$ cat config.mk
export PLATFORM = sky130hd
export DESIGN_NAME = multicycle_control
export DESIGN_NICKNAME = d
export VERILOG_FILES = /design/src/rtl/multicycle_control.sv
export SDC_FILE = /design/constraint.sdc
export NUM_CORES = 1
export LEC_CHECK = 0
export ABC_CLOCK_PERIOD_IN_PS = 1700
export CELL_PAD_IN_SITES_DETAIL_PLACEMENT = 1
export CELL_PAD_IN_SITES_GLOBAL_PLACEMENT = 1
export CORE_ASPECT_RATIO = 1.75
export CORE_MARGIN = 3
export CORE_UTILIZATION = 34
export DETAILED_ROUTE_END_ITERATION = 16
export HOLD_SLACK_MARGIN = 0.06
export PLACE_DENSITY = 0.78
export SETUP_SLACK_MARGIN = 0.5
export SLEW_MARGIN = 20
export SYNTH_ARGS = -nofsm -noshare
export SYNTH_HDL_FRONTEND = slang
export SYNTH_SLANG_ARGS = --single-unit
$ cat constraint.sdc
create_clock -name CLK -period 1.7 [get_ports CLK]
set_input_delay 0.255 -clock CLK [delete_from_list [all_inputs] [get_ports CLK]]
set_output_delay 0.255 -clock CLK [all_outputs]
set_load 0.05 [all_outputs]
$ cat src/rtl/multicycle_control.sv
// Multi-cycle main control FSM for the LEGv8 datapath.
// Walks every instruction through FETCH/DECODE/EXEC/MEM/WB. It decodes the
// latched opcode into datapath enables and the ALUop consumed by ALUControl.
// Fetch and data accesses stall on the MemReady handshake.
// An unknown opcode or a memory that never answers parks the machine in TRAP.
// Only a reset leaves TRAP.
module multicycle_control #(
    parameter int MEM_TIMEOUT = 15,
    parameter int CNT_W       = 8
) (
    input  logic        CLK,
    input  logic        Reset,
    input  logic [10:0] Opcode,
    input  logic        MemReady,
    output logic [1:0]  ALUop,
    output logic        Reg2Loc,
    output logic        ALUSrc,
    output logic        MemtoReg,
    output logic        RegWrite,
    output logic        MemRead,
    output logic        MemWrite,
    output logic        IRWrite,
    output logic        PCWrite,
    output logic        Branch,
    output logic        UncondBranch,
    output logic        InstrDone,
    output logic        Illegal,
    output logic        BusErr,
    output logic [2:0]  State
);

    typedef enum logic [2:0] {
        S_RST    = 3'd0,
        S_FETCH  = 3'd1,
        S_DECODE = 3'd2,
        S_EXEC   = 3'd3,
        S_MEM    = 3'd4,
        S_WB     = 3'd5,
        S_TRAP   = 3'd6
    } state_t;

    typedef enum logic [2:0] {
        C_NONE,
        C_R,
        C_LDUR,
        C_STUR,
        C_CBZ,
        C_B
    } iclass_t;

    // The count leaves this value on the last stalled cycle that is still allowed.
    localparam logic [CNT_W-1:0] TIMEOUT_LAST = CNT_W'(MEM_TIMEOUT - 1);

    state_t            state;
    logic [CNT_W-1:0]  wait_cnt;
    logic [10:0]       opc_q;
    iclass_t           cls;

    // Map an 11-bit opcode field onto the instruction classes this FSM sequences.
    function automatic iclass_t classify(input logic [10:0] op);
        iclass_t c;
        c = C_NONE;
        if (op == 11'b11111000010)
            c = C_LDUR;
        else if (op == 11'b11111000000)
            c = C_STUR;
        else if (op[10:3] == 8'b10110100)
            c = C_CBZ;
        else if (op[10:5] == 6'b000101)
            c = C_B;
        else if (op == 11'b10001011000 || op == 11'b11001011000 ||
                 op == 11'b10001010000 || op == 11'b10101010000)
            c = C_R;
        return c;
    endfunction

    // All datapath outputs after DECODE are driven from the latched opcode.
    // The live IR field therefore never reaches an output.
    assign cls   = classify(opc_q);
    assign State = state;

    // State sequencing, MemReady wait counter, opcode latch and sticky error flags.
    always_ff @(posedge CLK or posedge Reset) begin
        if (Reset) begin
            state    <= S_RST;
            wait_cnt <= '0;
            opc_q    <= '0;
            Illegal  <= 1'b0;
            BusErr   <= 1'b0;
        end else begin
            case (state)
                S_RST: begin
                    state    <= S_FETCH;
                    wait_cnt <= '0;
                end
                S_FETCH: begin
                    // A completion in the same cycle as the timeout wins.
                    if (MemReady) begin
                        state <= S_DECODE;
                    end else if (wait_cnt == TIMEOUT_LAST) begin
                        state  <= S_TRAP;
                        BusErr <= 1'b1;
                    end else begin
                        wait_cnt <= wait_cnt + CNT_W'(1);
                    end
                end
                S_DECODE: begin
                    opc_q <= Opcode;
                    if (classify(Opcode) == C_NONE) begin
                        state   <= S_TRAP;
                        Illegal <= 1'b1;
                    end else begin
                        state <= S_EXEC;
                    end
                end
                S_EXEC: begin
                    wait_cnt <= '0;
                    case (cls)
                        C_R:            state <= S_WB;
                        C_LDUR, C_STUR: state <= S_MEM;
                        default:        state <= S_FETCH;
                    endcase
                end
                S_MEM: begin
                    if (MemReady) begin
                        wait_cnt <= '0;
                        state    <= (cls == C_LDUR) ? S_WB : S_FETCH;
                    end else if (wait_cnt == TIMEOUT_LAST) begin
                        state  <= S_TRAP;
                        BusErr <= 1'b1;
                    end else begin
                        wait_cnt <= wait_cnt + CNT_W'(1);
                    end
                end
                S_WB: begin
                    state    <= S_FETCH;
                    wait_cnt <= '0;
                end
                S_TRAP: begin
                    state <= S_TRAP;
                end
                default: begin
                    state <= S_RST;
                end
            endcase
        end
    end

    // Decode state and latched class into the datapath enables.
    // ALUop and ALUSrc keep their EXEC value through MEM and WB.
    always_comb begin
        ALUop        = 2'b00;
        Reg2Loc      = 1'b0;
        ALUSrc       = 1'b0;
        MemtoReg     = 1'b0;
        RegWrite     = 1'b0;
        MemRead      = 1'b0;
        MemWrite     = 1'b0;
        IRWrite      = 1'b0;
        PCWrite      = 1'b0;
        Branch       = 1'b0;
        UncondBranch = 1'b0;
        InstrDone    = 1'b0;
        case (state)
            S_FETCH: begin
                MemRead = 1'b1;
                IRWrite = MemReady;
                PCWrite = MemReady;
            end
            S_EXEC: begin
                case (cls)
                    C_R: begin
                        ALUop = 2'b10;
                    end
                    C_LDUR: begin
                        ALUSrc = 1'b1;
                    end
                    C_STUR: begin
                        ALUSrc  = 1'b1;
                        Reg2Loc = 1'b1;
                    end
                    C_CBZ: begin
                        ALUop     = 2'b01;
                        Reg2Loc   = 1'b1;
                        Branch    = 1'b1;
                        InstrDone = 1'b1;
                    end
                    C_B: begin
                        UncondBranch = 1'b1;
                        InstrDone    = 1'b1;
                    end
                    default: begin
                    end
                endcase
            end
            S_MEM: begin
                ALUSrc   = 1'b1;
                MemRead  = (cls == C_LDUR);
                MemWrite = (cls == C_STUR);
                // A store ends in MEM; the done pulse marks the accepted write.
                InstrDone = (cls == C_STUR) && MemReady;
            end
            S_WB: begin
                RegWrite  = 1'b1;
                InstrDone = 1'b1;
                if (cls == C_LDUR) begin
                    MemtoReg = 1'b1;
                    ALUSrc   = 1'b1;
                end else begin
                    ALUop = 2'b10;
                end
            end
            default: begin
            end
        endcase
    end

endmodule

Word-level counts from Yosys, hierarchy flattened

Index checks and enable logic that the tools add are counted.

Flip-flop bits (word level): 24
Logic and storage cells: 96

Add/subtract/negate cells: 1
Equal/unequal tests: 29
Mux-type cells: 41
Bitwise logic cells: 1
Reduce and logical (&&, ||, !) cells: 19

Operators by type and width:

| cell                                                             | number |
|---|---|
| 11-bit == test (second input constant)                           | 12 |
| 3-bit 2-to-1 mux                                                 | 14 |
| 8-bit 2-to-1 mux                                                 | 3 |
| 8-bit one-hot mux with 3 select lines                            | 1 |
| 3-bit one-hot mux with 6 select lines                            | 1 |
| 8-bit == test (second input constant)                            | 2 |
| 3-bit == test (second input constant)                            | 5 |
| 1-bit 2-to-1 mux                                                 | 15 |
| 3-bit by 2-bit == test with 1-bit output (second input constant) | 4 |
| 6-bit by 3-bit == test with 1-bit output (second input constant) | 2 |
| 2-bit OR reduction                                               | 5 |
| 8-bit by 1-bit adder with 8-bit output (second input constant)   | 1 |
| 8-bit by 4-bit == test with 1-bit output (second input constant) | 1 |
| 2-bit one-hot mux with 2 select lines                            | 2 |
| 3-bit by 1-bit == test with 1-bit output (second input constant) | 2 |
| 3-bit logical NOT                                                | 2 |
| 1-bit logical OR                                                 | 6 |
| 1-bit one-hot mux with 3 select lines                            | 2 |
| 3-bit one-hot mux with 2 select lines                            | 1 |
| 2-bit AND reduction                                              | 2 |
| 3-bit AND reduction                                              | 1 |
| 3-bit nonzero test                                               | 1 |
| 3-bit OR reduction                                               | 1 |
| 2-bit 2-to-1 mux                                                 | 1 |
| 4 further kinds                                                  | 4 |

Longest topological paths before layout

Gate-level depths: netlist of run 1.

Depth after elaboration: 13
Depth in mapped cells: 7
Mapped depth without buffers: 7

Least setup slack after synthesis of run 1

Ideal clock, no wire load.

Path type: reg-to-output
Start: reg state[0], in the netlist State[0]
End: out MemWrite
Data arrival time: 2.508 ns
Data required time: 1.445 ns
Setup slack: -1.063 ns
Cell stages (with the launch flop): 4
Path buffers: 1
Cells stage by stage: dfrtp_1 -> buf_2 -> nand2b_1 -> nor4_1

Word-level cells in the longest chain between the ends: 2

Ends and longest elaborated chain:

| what                   | RTL line | text |
|---|---|---|
| start, declared        | 54       | `state_t state;` |
| start signal, assigned | 127      | `state <= (cls == C_LDUR) ? S_WB : S_FETCH;` |
| 3-bit == test          | 164      | `case (state)` |
| 1-bit 2-to-1 mux       | 164      |  |
| end, declared          | 21       | `output logic MemWrite,` |

No other way between the ends.

Final worst setup path of run 1

Start: reg opc_q[0]
End: out InstrDone

Word-level cells in the longest chain between the ends: 13
Elaborated cells between the ends (all ways): 21

Ends and longest elaborated chain:

| what                                    | RTL line | text |
|---|---|---|
| start, declared                         | 56       | `logic [10:0] opc_q;` |
| start signal, assigned                  | 108      | `opc_q <= Opcode;` |
| 11-bit == test                          | 71       | `else if (op == 11'b10001011000 \|\| op == 11'b11001011000 \|\|` |
| 1-bit logical OR (2 in a row)           | 71       |  |
| 1-bit logical OR                        | 72       | `op == 11'b10001010000 \|\| op == 11'b10101010000)` |
| 1-bit 2-to-1 mux                        | 71       |  |
| 3-bit 2-to-1 mux                        | 69       | `else if (op[10:5] == 6'b000101)` |
| 3-bit 2-to-1 mux                        | 67       | `else if (op[10:3] == 8'b10110100)` |
| 3-bit 2-to-1 mux                        | 65       | `else if (op == 11'b11111000000)` |
| 3-bit 2-to-1 mux *                      | 63       | `if (op == 11'b11111000010)` |
| 3-bit == test                           | 171      | `case (cls)` |
| 2-bit OR reduction (no line)            | -        |  |
| 1-bit 2-to-1 mux                        | 171      |  |
| 1-bit one-hot mux with 3 select lines * | 164      |  |
| end, declared                           | 26       | `output logic InstrDone,` |

Mark *: on every way between the ends. The rest lies on a longest branch, timed or not.

==> qor.yml, run 1 <==
post-route-period-util: 1.38
p_int_w: 0.00309
dpl.hpwl_um: 4470
synth_flop_cell: "dfrtp_1"
vias_per_cell: 6.22
worstReg2RegStart: "wait_cnt[1]"
cp_max_fo: 4
syn_avg_cell_area_um2: 9.42
maxCapViolations: 0
holdPathStages: 4
syn_inst: 158
coreArea_um2: 4190
multi_input_area_um2: 1330
synth_edf_count: 0
clk_pin_slew_ps: 100
endpoint_kind: "output pin"
ys_ff_latch: 24
startpoint_type: "register"
r2r_end: "State[0]"
areaGrowthSynthToFinish_pct: 113
rsz0062_at_grt: "true"
power.share.clock: 0.092
timing.fmax_ghz: 0.426
ys_types: 47
total_power_w: 0.00570
slew_headroom: 0.686
yosysSeqAreaShare: 0.403
cts_tree: "done"
cts.path.max_buffers: 2
dr.pass1.iters: 4
dr_total_vias: 1890
yosysTopAreaCell: "dfrtp_1"
nets: 272
hold_path_class: "in -> reg"
worstMarginPinSlew_ps: 466
antenna_found_initial: 0
wl_um: 9640
grt_pass1_vias: 2036
syn_nets: 174
grt_max_degree: 25
port_buffers: 31
gr-total-overflow: 0
r2r_slack_ps: -260
power_switching_w: 0.00261
worstPathRequired_ps: 1440
maxSlewViolCount: 0
utilization: 0.758
synth_common_cells: "24 x dfrtp_1, 15 x nor2_1, 13 x nand2_1, 11 x mux2_2, 10 x a21oi_1"
hold_path_end: "opc_q[1]"
power_switching_share: 0.457
violations: "setup timing"
io_pins: 32
finalSetupViolations: 33
critPathKind: "reg -> out"
synth_top_area_frac: 0.403
drive_gt1_frac: 0.690
dp.cells: 271
routedWlPerCell_um: 31.7
dieArea_um2: 5240
clk_latency_ps: 280
p_seq_frac: 0.192
rows: 31
grt_pass1_wl_um: 11700
period_needed_ps: 2350
synth.area.top_cells: "dfrtp_1 40%, mux2_2 8.3%, nor2_1 3.8%, a21oi_1 3.4%, nand2_1 3.3%"
skew_ps: 10.9
setup_slack_ps: -648
fillers: 365
ir_drop_mv: 1.36
initial_core_util: 0.355
drtIter0Drc: 106
setup_tns_ps: -8790
antenna_cells: 0
hold_start: "Opcode[1]"
p_comb_frac: 0.716
cts_max_level: 1
yosys_warnings: 0
cts_inserted_buffers: 3
yosysMostFrequentCell: "dfrtp_1"
hold_viol_final: 0
async_flop_share: 1.00
die_x_um: 56.0
outcome: "finished, violations left"
leakagePower_nw: 1.36
regArea_um2: 609
netlist_area_um2: 1490
die_h_um: 93.5
finalNonFillerCells: 304
detail-route-antenna-nets: 0
track_usage: 0.296
clock_sinks: 24
root_buffer: "clkbuf_8"
gp_congestion: 0.823
reg2regPathDepth: 7
route.detailed.drc: 0
arrival_ps: 2090
p_per_area_nw_per_um2: 1800
## worst max-delay path by stage
stage                          from      endpoint  slack, ps  cells past startpoint
after floorplan            opc_q[2]       Reg2Loc       -220                      4
final                      opc_q[0]     InstrDone       -650                      6
after global routing       opc_q[4]     InstrDone       -680                      7
after CTS                  opc_q[7]  UncondBranch       -520                      5
after detailed placement  Opcode[7]      State[2]       -440                      6
after global placement    Opcode[8]      State[2]       -340                      6
## power by group through the flow
stage / combinational [W] / sequential (W) / clock (W)
global route: 0.00417 / 0.00110 / 0.000540
floorplan: 0.00156 / 0.00109 / 0
global placement: 0.00263 / 0.000993 / 0
detailed placement: 0.00276 / 0.00102 / 0
finish: 0.00408 / 0.00109 / 0.000524
CTS: 0.00329 / 0.00101 / 0.000525
## logic make-up (layout without fill, tap and decap cells)
family / Yosys count / count (layout) / synth area share
AND/OR/NAND/NOR: 63 / 63 / 0.251
AO/OA/AOI/OAI: 39 / 39 / 0.176
flip-flops: 24 / 24 / 0.403
buffers and inverters: 14 / 111 / 0.0403
multiplexers: 11 / 11 / 0.0832
XOR/XNOR: 5 / 5 / 0.0294
adder cells (fa/ha/maj): 2 / 2 / 0.0168
## flip-flops by register name (all words and copies together) (netlist names)
name	count
opc_q	11
wait_cnt	8
State	3
Illegal	1
BusErr	1
## metal layers
| metal | vias up | track usage | wire length, um |
|---|---|---|---|
| li1 | 771 | - | - |
| met1 | 967 | 0.324 | 3350 |
| met2 | 112 | 0.546 | 5240 |
| met3 | 40 | 0.0318 | 447 |
| met4 | 0 | 0.158 | 602 |
| met5 | - | 0 | 0 |
## stage by stage
step / area, um^2 / hold slack, ps / setup WS [ps]
after floorplan: 1770 / 270 / -217
after global placement: 2540 / 450 / -337
after detailed placement: 2540 / 454 / -439
after CTS: 2940 / 320 / -525
after global routing: 3170 / 362 / -675
final: 3170 / 360 / -648
## critical path, cell delays in order (launching register included)
cell and delay [ps]:
dfrtp_1 430, or4b_4 580, nor2_4 210, buf_6 140, a31oi_4 110, o21ai_4 170, buf_12 150
## final cells by class
cell class              count  area share
clock buffers               3      0.0130
clock inverters             1     0.00946
inverters                   9      0.0114
multi-input cells         120       0.419
flip-flops and latches     24       0.192
well taps                  49      0.0193
repair buffers             98       0.336
## cell usage in the layout (no fill, tap or decap), types with 4 or more instances in the layout
| cell | count |
|---|---|
| nand3_2 | 4 |
| inv_1 | 7 |
| nor2_1 | 9 |
| buf_2 | 7 |
| nor2_4 | 5 |
| dfrtp_1 | 19 |
| buf_6 | 20 |
| buf_12 | 18 |
| buf_4 | 44 |
| nand2_1 | 7 |
| dfrtp_2 | 4 |
| nand2_4 | 5 |
| a21oi_4 | 4 |
| mux2_4 | 10 |
| a21oi_1 | 4 |
| o21ai_2 | 5 |
## repair_timing
item | CTS | global route
pin swaps | 26 | 15
endpoints found under the hold margin | 0 | 0
hold buffers | 0 | 0
gates resized for setup | 88 | 28
endpoints found under the setup margin | 39 | 40
buffers inserted | 16 | 12
gates cloned | 1 | 0
Power figures use the tool's default switching activity.
==> run 2: changes to the inputs <==
--- a/config.mk
+++ b/config.mk
@@ -5,15 +5,15 @@
 export SDC_FILE = /design/constraint.sdc
 export NUM_CORES = 1
 export LEC_CHECK = 0
-export ABC_CLOCK_PERIOD_IN_PS = 1700
+export ABC_CLOCK_PERIOD_IN_PS = 2200
 export CELL_PAD_IN_SITES_DETAIL_PLACEMENT = 1
 export CELL_PAD_IN_SITES_GLOBAL_PLACEMENT = 1
 export CORE_ASPECT_RATIO = 1.75
 export CORE_MARGIN = 3
-export CORE_UTILIZATION = 34
+export CORE_UTILIZATION = 38
 export DETAILED_ROUTE_END_ITERATION = 16
 export HOLD_SLACK_MARGIN = 0.06
-export PLACE_DENSITY = 0.78
+export PLACE_DENSITY = 0.82
 export SETUP_SLACK_MARGIN = 0.5
 export SLEW_MARGIN = 20
 export SYNTH_ARGS = -nofsm -noshare
==> constraint.sdc (replaced) <==
create_clock -name CLK -period 2.2 [get_ports CLK]
set_input_delay 0.33 -clock CLK [delete_from_list [all_inputs] [get_ports CLK]]
set_output_delay 0.33 -clock CLK [all_outputs]
set_load 0.05 [all_outputs]
==> qor.yml, run 2 (synthesized netlist as in run 1, its figures left out) <==
cts_tree: "done"
clock_sinks: 24  # unchanged
drive_gt1_frac: 0.563  # -0.127
die_h_um: 88.8  # -5.1%
largest_reg_flops: 11  # unchanged
rsz0062_at_grt: "true"
cts_inserted_buffers: 3  # unchanged
arrival_ps: 2010  # -80 ps
highest_layer: "met4"
dr_total_vias: 1626  # -14%
final_common_cell: "buf_4"
grt_pass1_vias: 1786  # -12%
root_buffer: "clkbuf_8"
violations: "setup timing"
hold_path_class: "in -> async"
vias_per_cell: 6.07  # -2.4%
p_per_area_nw_per_um2: 1230  # -31%
worstMarginPinSlew_ps: 630  # +164 ps
antenna_cells: 0  # unchanged
wl_um: 7250  # -25%
grt_pass1_wl_um: 9750  # -17%
gp_congestion: 0.772  # -6.3%
maxCapViolations: 0  # unchanged
regArea_um2: 609  # unchanged
outcome: "finished, violations left"
dp.cells: 237  # -13%
worstPathRequired_ps: 1870  # +430 ps
setup_slack_ps: -144  # +504 ps
cts.path.max_buffers: 2  # unchanged
skew_ps: 3.66  # -7.20 ps
routedWlPerCell_um: 27.1  # -15%
coreArea_um2: 3700  # -12%
maxSlewViolCount: 0  # unchanged
initial_core_util: 0.402  # +0.0469
dpl.hpwl_um: 4070  # -9.1%
finalNonFillerCells: 268  # -12%
nets: 239  # -12%
ir_drop_mv: 0.916  # -33%
drt-met1-wl_um: 2560  # -24%
dr.pass1.iters: 4  # unchanged
hold_viol_final: 0  # unchanged
cts_max_level: 1  # unchanged
critPathKind: "reg -> out"
route.detailed.drc: 0  # unchanged
post-route-period-util: 1.07
met2RoutedLength_um: 4040  # -23%
finalSetupViolations: 10  # -70%
port_buffers: 31  # unchanged
layout_common_cells: "23 x buf_4, 17 x dfrtp_1, 15 x buf_12"
rows: 29  # -6.5%
multi_input_area_um2: 1200  # -9.7%
antenna_found_initial: 0  # unchanged
grt_max_degree: 25  # unchanged
detail-route-antenna-nets: 0  # unchanged
leakagePower_nw: 1.10  # -19%
period_needed_ps: 2340
track_usage: 0.288  # -0.00788
gr-total-overflow: 0  # unchanged
final_area_um2: 2720  # -14%
startpoint_type: "register"
timing.fmax_ghz: 0.427
die_x_um: 53.3  # -4.8%
io_pins: 32  # unchanged
placed_area_um2: 2200  # -13%
clk_pin_slew_ps: 90  # about the same
fillers: 357  # -2.2%
areaGrowthSynthToFinish_pct: 82.9
clk_latency_ps: 280  # about the same
drtIter0Drc: 64  # -40%
endpoint_kind: "output pin"
dr_wl_met3_um: 299  # -33%
slew_headroom: 0.580  # -0.106
largest-register: "opc_q"
dieArea_um2: 4730  # -9.7%
cp_max_fo: 3  # -1
==> run 2: cell type report <==
type | instances | share of cell area
well taps | 46 | 0.0211
multi-input cells | 120 | 0.441
inverters | 9 | 0.0138
flip-flops and latches | 24 | 0.224
repair buffers | 65 | 0.280
clock buffers | 4 | 0.0202
==> run 2: where the power goes <==
part,internal (W),leakage [nW],switching [W],total (W)
combinational,0.000964,0.785,0.00118,0.00214
clock,0.000161,0.0288,0.000157,0.000318
sequential,0.000609,0.286,0.000292,0.000901
total,0.00173,1.10,0.00163,0.00336
==> run 2: stage by stage <==
step / hold slack (ps) / total power [W] / util / TNS, ps / setup WS [ps]
floorplan: 344 / 0.00190 / - / 0 / 208
global route: 414 / 0.00350 / 0.736 / -1930 / -218
detailed placement: 461 / 0.00244 / 0.594 / 0 / 2.49
finish: 403 / 0.00336 / 0.736 / -1260 / -144
CTS: 402 / 0.00301 / 0.672 / -823 / -119
global placement: 463 / 0.00232 / 0.594 / 0 / 92.0
==> run 2: worst paths after layout <==
check	startpoint	to	slack, ps	cells past startpoint
max in group asynchronous	Reset	State[0]	1540	3
worst max register to register	State[0]	wait_cnt[1]	290	4
worst max-delay path	opc_q[0]	ALUop[1]	-140	6
worst min register to register	BusErr	BusErr	560	1
worst min-delay path	Reset	opc_q[5]	400	3
min in group CLK	Opcode[7]	opc_q[7]	410	2
==> run 2: worst max-delay path: stages, from the launching register on <==
cell	delay, ps
dfrtp_1	420
or4b_4	590
nor2_4	170
buf_6	130
a31oi_4	100
a21oi_4	170
buf_12	160
==> run 2: metal layers <==
metal	GRT usage	vias to the layer above
met1	0.303	811
met4	0.153	0
li1	-	705
met2	0.530	81
met5	0	-
met3	0.0388	29
==> run 2: what timing repair did <==
action                                  in CTS  in global routing
hold buffers                                 0                  0
endpoints found under the setup margin      38                 38
gates cloned                                 0                  0
pin swaps                                   14                 18
resized for setup                           37                 36
setup buffers                               18                  9
==> run 3: changes to the inputs <==
--- a/config.mk
+++ b/config.mk
@@ -5,7 +5,7 @@
 export SDC_FILE = /design/constraint.sdc
 export NUM_CORES = 1
 export LEC_CHECK = 0
-export ABC_CLOCK_PERIOD_IN_PS = 2200
+export ABC_CLOCK_PERIOD_IN_PS = 2600
 export CELL_PAD_IN_SITES_DETAIL_PLACEMENT = 1
 export CELL_PAD_IN_SITES_GLOBAL_PLACEMENT = 1
 export CORE_ASPECT_RATIO = 1.75
==> constraint.sdc (replaced) <==
create_clock -name CLK -period 2.6 [get_ports CLK]
set_input_delay 0.39 -clock CLK [delete_from_list [all_inputs] [get_ports CLK]]
set_output_delay 0.39 -clock CLK [all_outputs]
set_load 0.05 [all_outputs]
==> qor.yml, run 3 (synthesized netlist as in run 1, its figures left out) <==
outcome: "completed"
dr_total_vias: 1422  # -13%
endpoint_kind: "output pin"
reg2regPathDepth: 5  # +1
cp_max_fo: 6  # +3
arrival_ps: 1970  # -40 ps
coreArea_um2: 3700  # unchanged
worstReg2RegStart: "State[2]"
track_usage: 0.230  # -0.0585
skew_ps: 5.31  # +1.66 ps
critPathKind: "reg -> out"
worstMarginPinSlew_ps: 532  # -97.9 ps
rsz0062_at_grt: "true"
drive_gt1_frac: 0.402  # -0.161
detail-route-antenna-nets: 0  # unchanged
worstPathRequired_ps: 2210  # +340 ps
layout_common_cells: "21 x dfrtp_1, 17 x clkdlybuf4s50_1, 15 x buf_4"
hold_viol_final: 0  # unchanged
placed_area_um2: 2080  # -5.2%
timing.fmax_ghz: 0.424
post-route-period-util: 0.907
hold_path_class: "in -> async"
port_buffers: 31  # unchanged
maxSlewViolCount: 0  # unchanged
clk_pin_slew_ps: 90  # about the same
gr-total-overflow: 0  # unchanged
clock_sinks: 24  # unchanged
dpl.hpwl_um: 3570  # -12%
grt_pass1_wl_um: 8020  # -18%
initial_core_util: 0.402  # unchanged
r2r_slack_ps: 680  # +390 ps
wl_um: 5110  # -30%
areaGrowthSynthToFinish_pct: 58.7
io_pins: 32  # unchanged
p_per_area_nw_per_um2: 1050  # -15%
cts_tree: "done"
leakagePower_nw: 0.923  # -16%
startpoint_type: "register"
die_h_um: 88.8  # unchanged
fin_hold_ws_ps: 469  # +66.9 ps
drtIter0Drc: 29  # -55%
antenna_found_initial: 0  # unchanged
gp_congestion: 0.867  # +12%
route.detailed.drc: 0  # unchanged
cts_inserted_buffers: 3  # unchanged
grt_max_degree: 25  # unchanged
period_needed_ps: 2360
vias_per_cell: 5.69  # -6.2%
dieArea_um2: 4730  # unchanged
routedWlPerCell_um: 20.4  # -24%
grt_pass1_vias: 1641  # -8.1%
largest_reg_flops: 11  # unchanged
antenna_cells: 0  # unchanged
finalSetupViolations: 0  # -10
ir_drop_mv: 0.708  # -23%
r2r_end: "wait_cnt[4]"
dr.pass1.iters: 4  # unchanged
final_common_cell: "dfrtp_1"
rows: 29  # unchanged
final_area_um2: 2360  # -13%
cts.path.max_buffers: 2  # unchanged
setup_tns_ps: 0  # +1260 ps
hold_buffers: 0  # unchanged
clk_latency_ps: 270  # about the same
utilization: 0.639  # -0.0970
die_x_um: 53.3  # unchanged
root_buffer: "clkbuf_8"
nets: 221  # -7.5%
maxCapViolations: 0  # unchanged
slew_headroom: 0.641  # +0.0615
largest-register: "opc_q"
cts_max_level: 1  # unchanged
-- run 3: cell types whose count changed in the layout (fill, tap and decap cells not counted), moves of 4 or more --
cell             before  now
buf_4                23   15
buf_6                 8    1
clkdlybuf4s50_1       4   17
dfrtp_1              17   21
dfrtp_2               7    3
dlygate4sd2_1         5    0
dlymetal6s2s_1        6    1
-- run 3: how the worst max path moves through the flow --
stage | startpoint | endpoint | slack (ps) | cells past startpoint
finish | opc_q[2] | ALUSrc | 240 | 5
global route | opc_q[10] | ALUSrc | 160 | 6
CTS | opc_q[2] | Reg2Loc | 280 | 5
detailed placement | opc_q[3] | MemRead | 320 | 6
global placement | Opcode[8] | State[2] | 370 | 6
floorplan | opc_q[0] | Reg2Loc | 490 | 4
-- run 3: repair_timing --
action,CTS,global route
cloned,0,0
buffers inserted,7,7
gates resized for setup,25,4
endpoints found under the setup margin,11,19
pin swaps,9,5
hold endpoints to repair,0,0
-- run 3: critical path, cell delays in order (launching register included) --
cell	delay (ps)
dfrtp_1	400
or4b_4	580
nor2_4	230
a21boi_1	150
o22ai_4	170
buf_12	160
-- run 3: metal layers --
| layer | share of wire | track usage | vias up |
|---|---|---|---|
| li1 | - | - | 669 |
| met1 | 0.36 | 0.230 | 724 |
| met2 | 0.61 | 0.456 | 25 |
| met3 | 0.021 | 0.0270 | 4 |
| met4 | 0.0061 | 0.0837 | 0 |
| met5 | 0 | 0 | - |
-- run 3: power breakdown --
group / internal (W) / leakage, nW / total (W) / switching, W
logic: 0.000624 / 0.595 / 0.00138 / 0.000759
clock network: 0.000206 / 0.0357 / 0.000340 / 0.000134
registers: 0.000510 / 0.292 / 0.000755 / 0.000244
-- run 3: per-stage QoR --
stage                     worst slack (ps)  instances  power (W)
after floorplan                        493        158    0.00150
after global placement                 370        232    0.00185
after detailed placement               323        232    0.00192
after CTS                              276        243    0.00239
after global routing                   164        250    0.00261
final                                  242        250    0.00248
-- run 3: cell type report --
type                       count  area, um^2
inverter                       9        37.5
clock inverter                 1        30.0
sequential                    24         604
clock buffer                   3        41.3
tap                           46        57.6
fill                         399        1340
timing repair buffer          47         557
multi-input combinational    120        1040
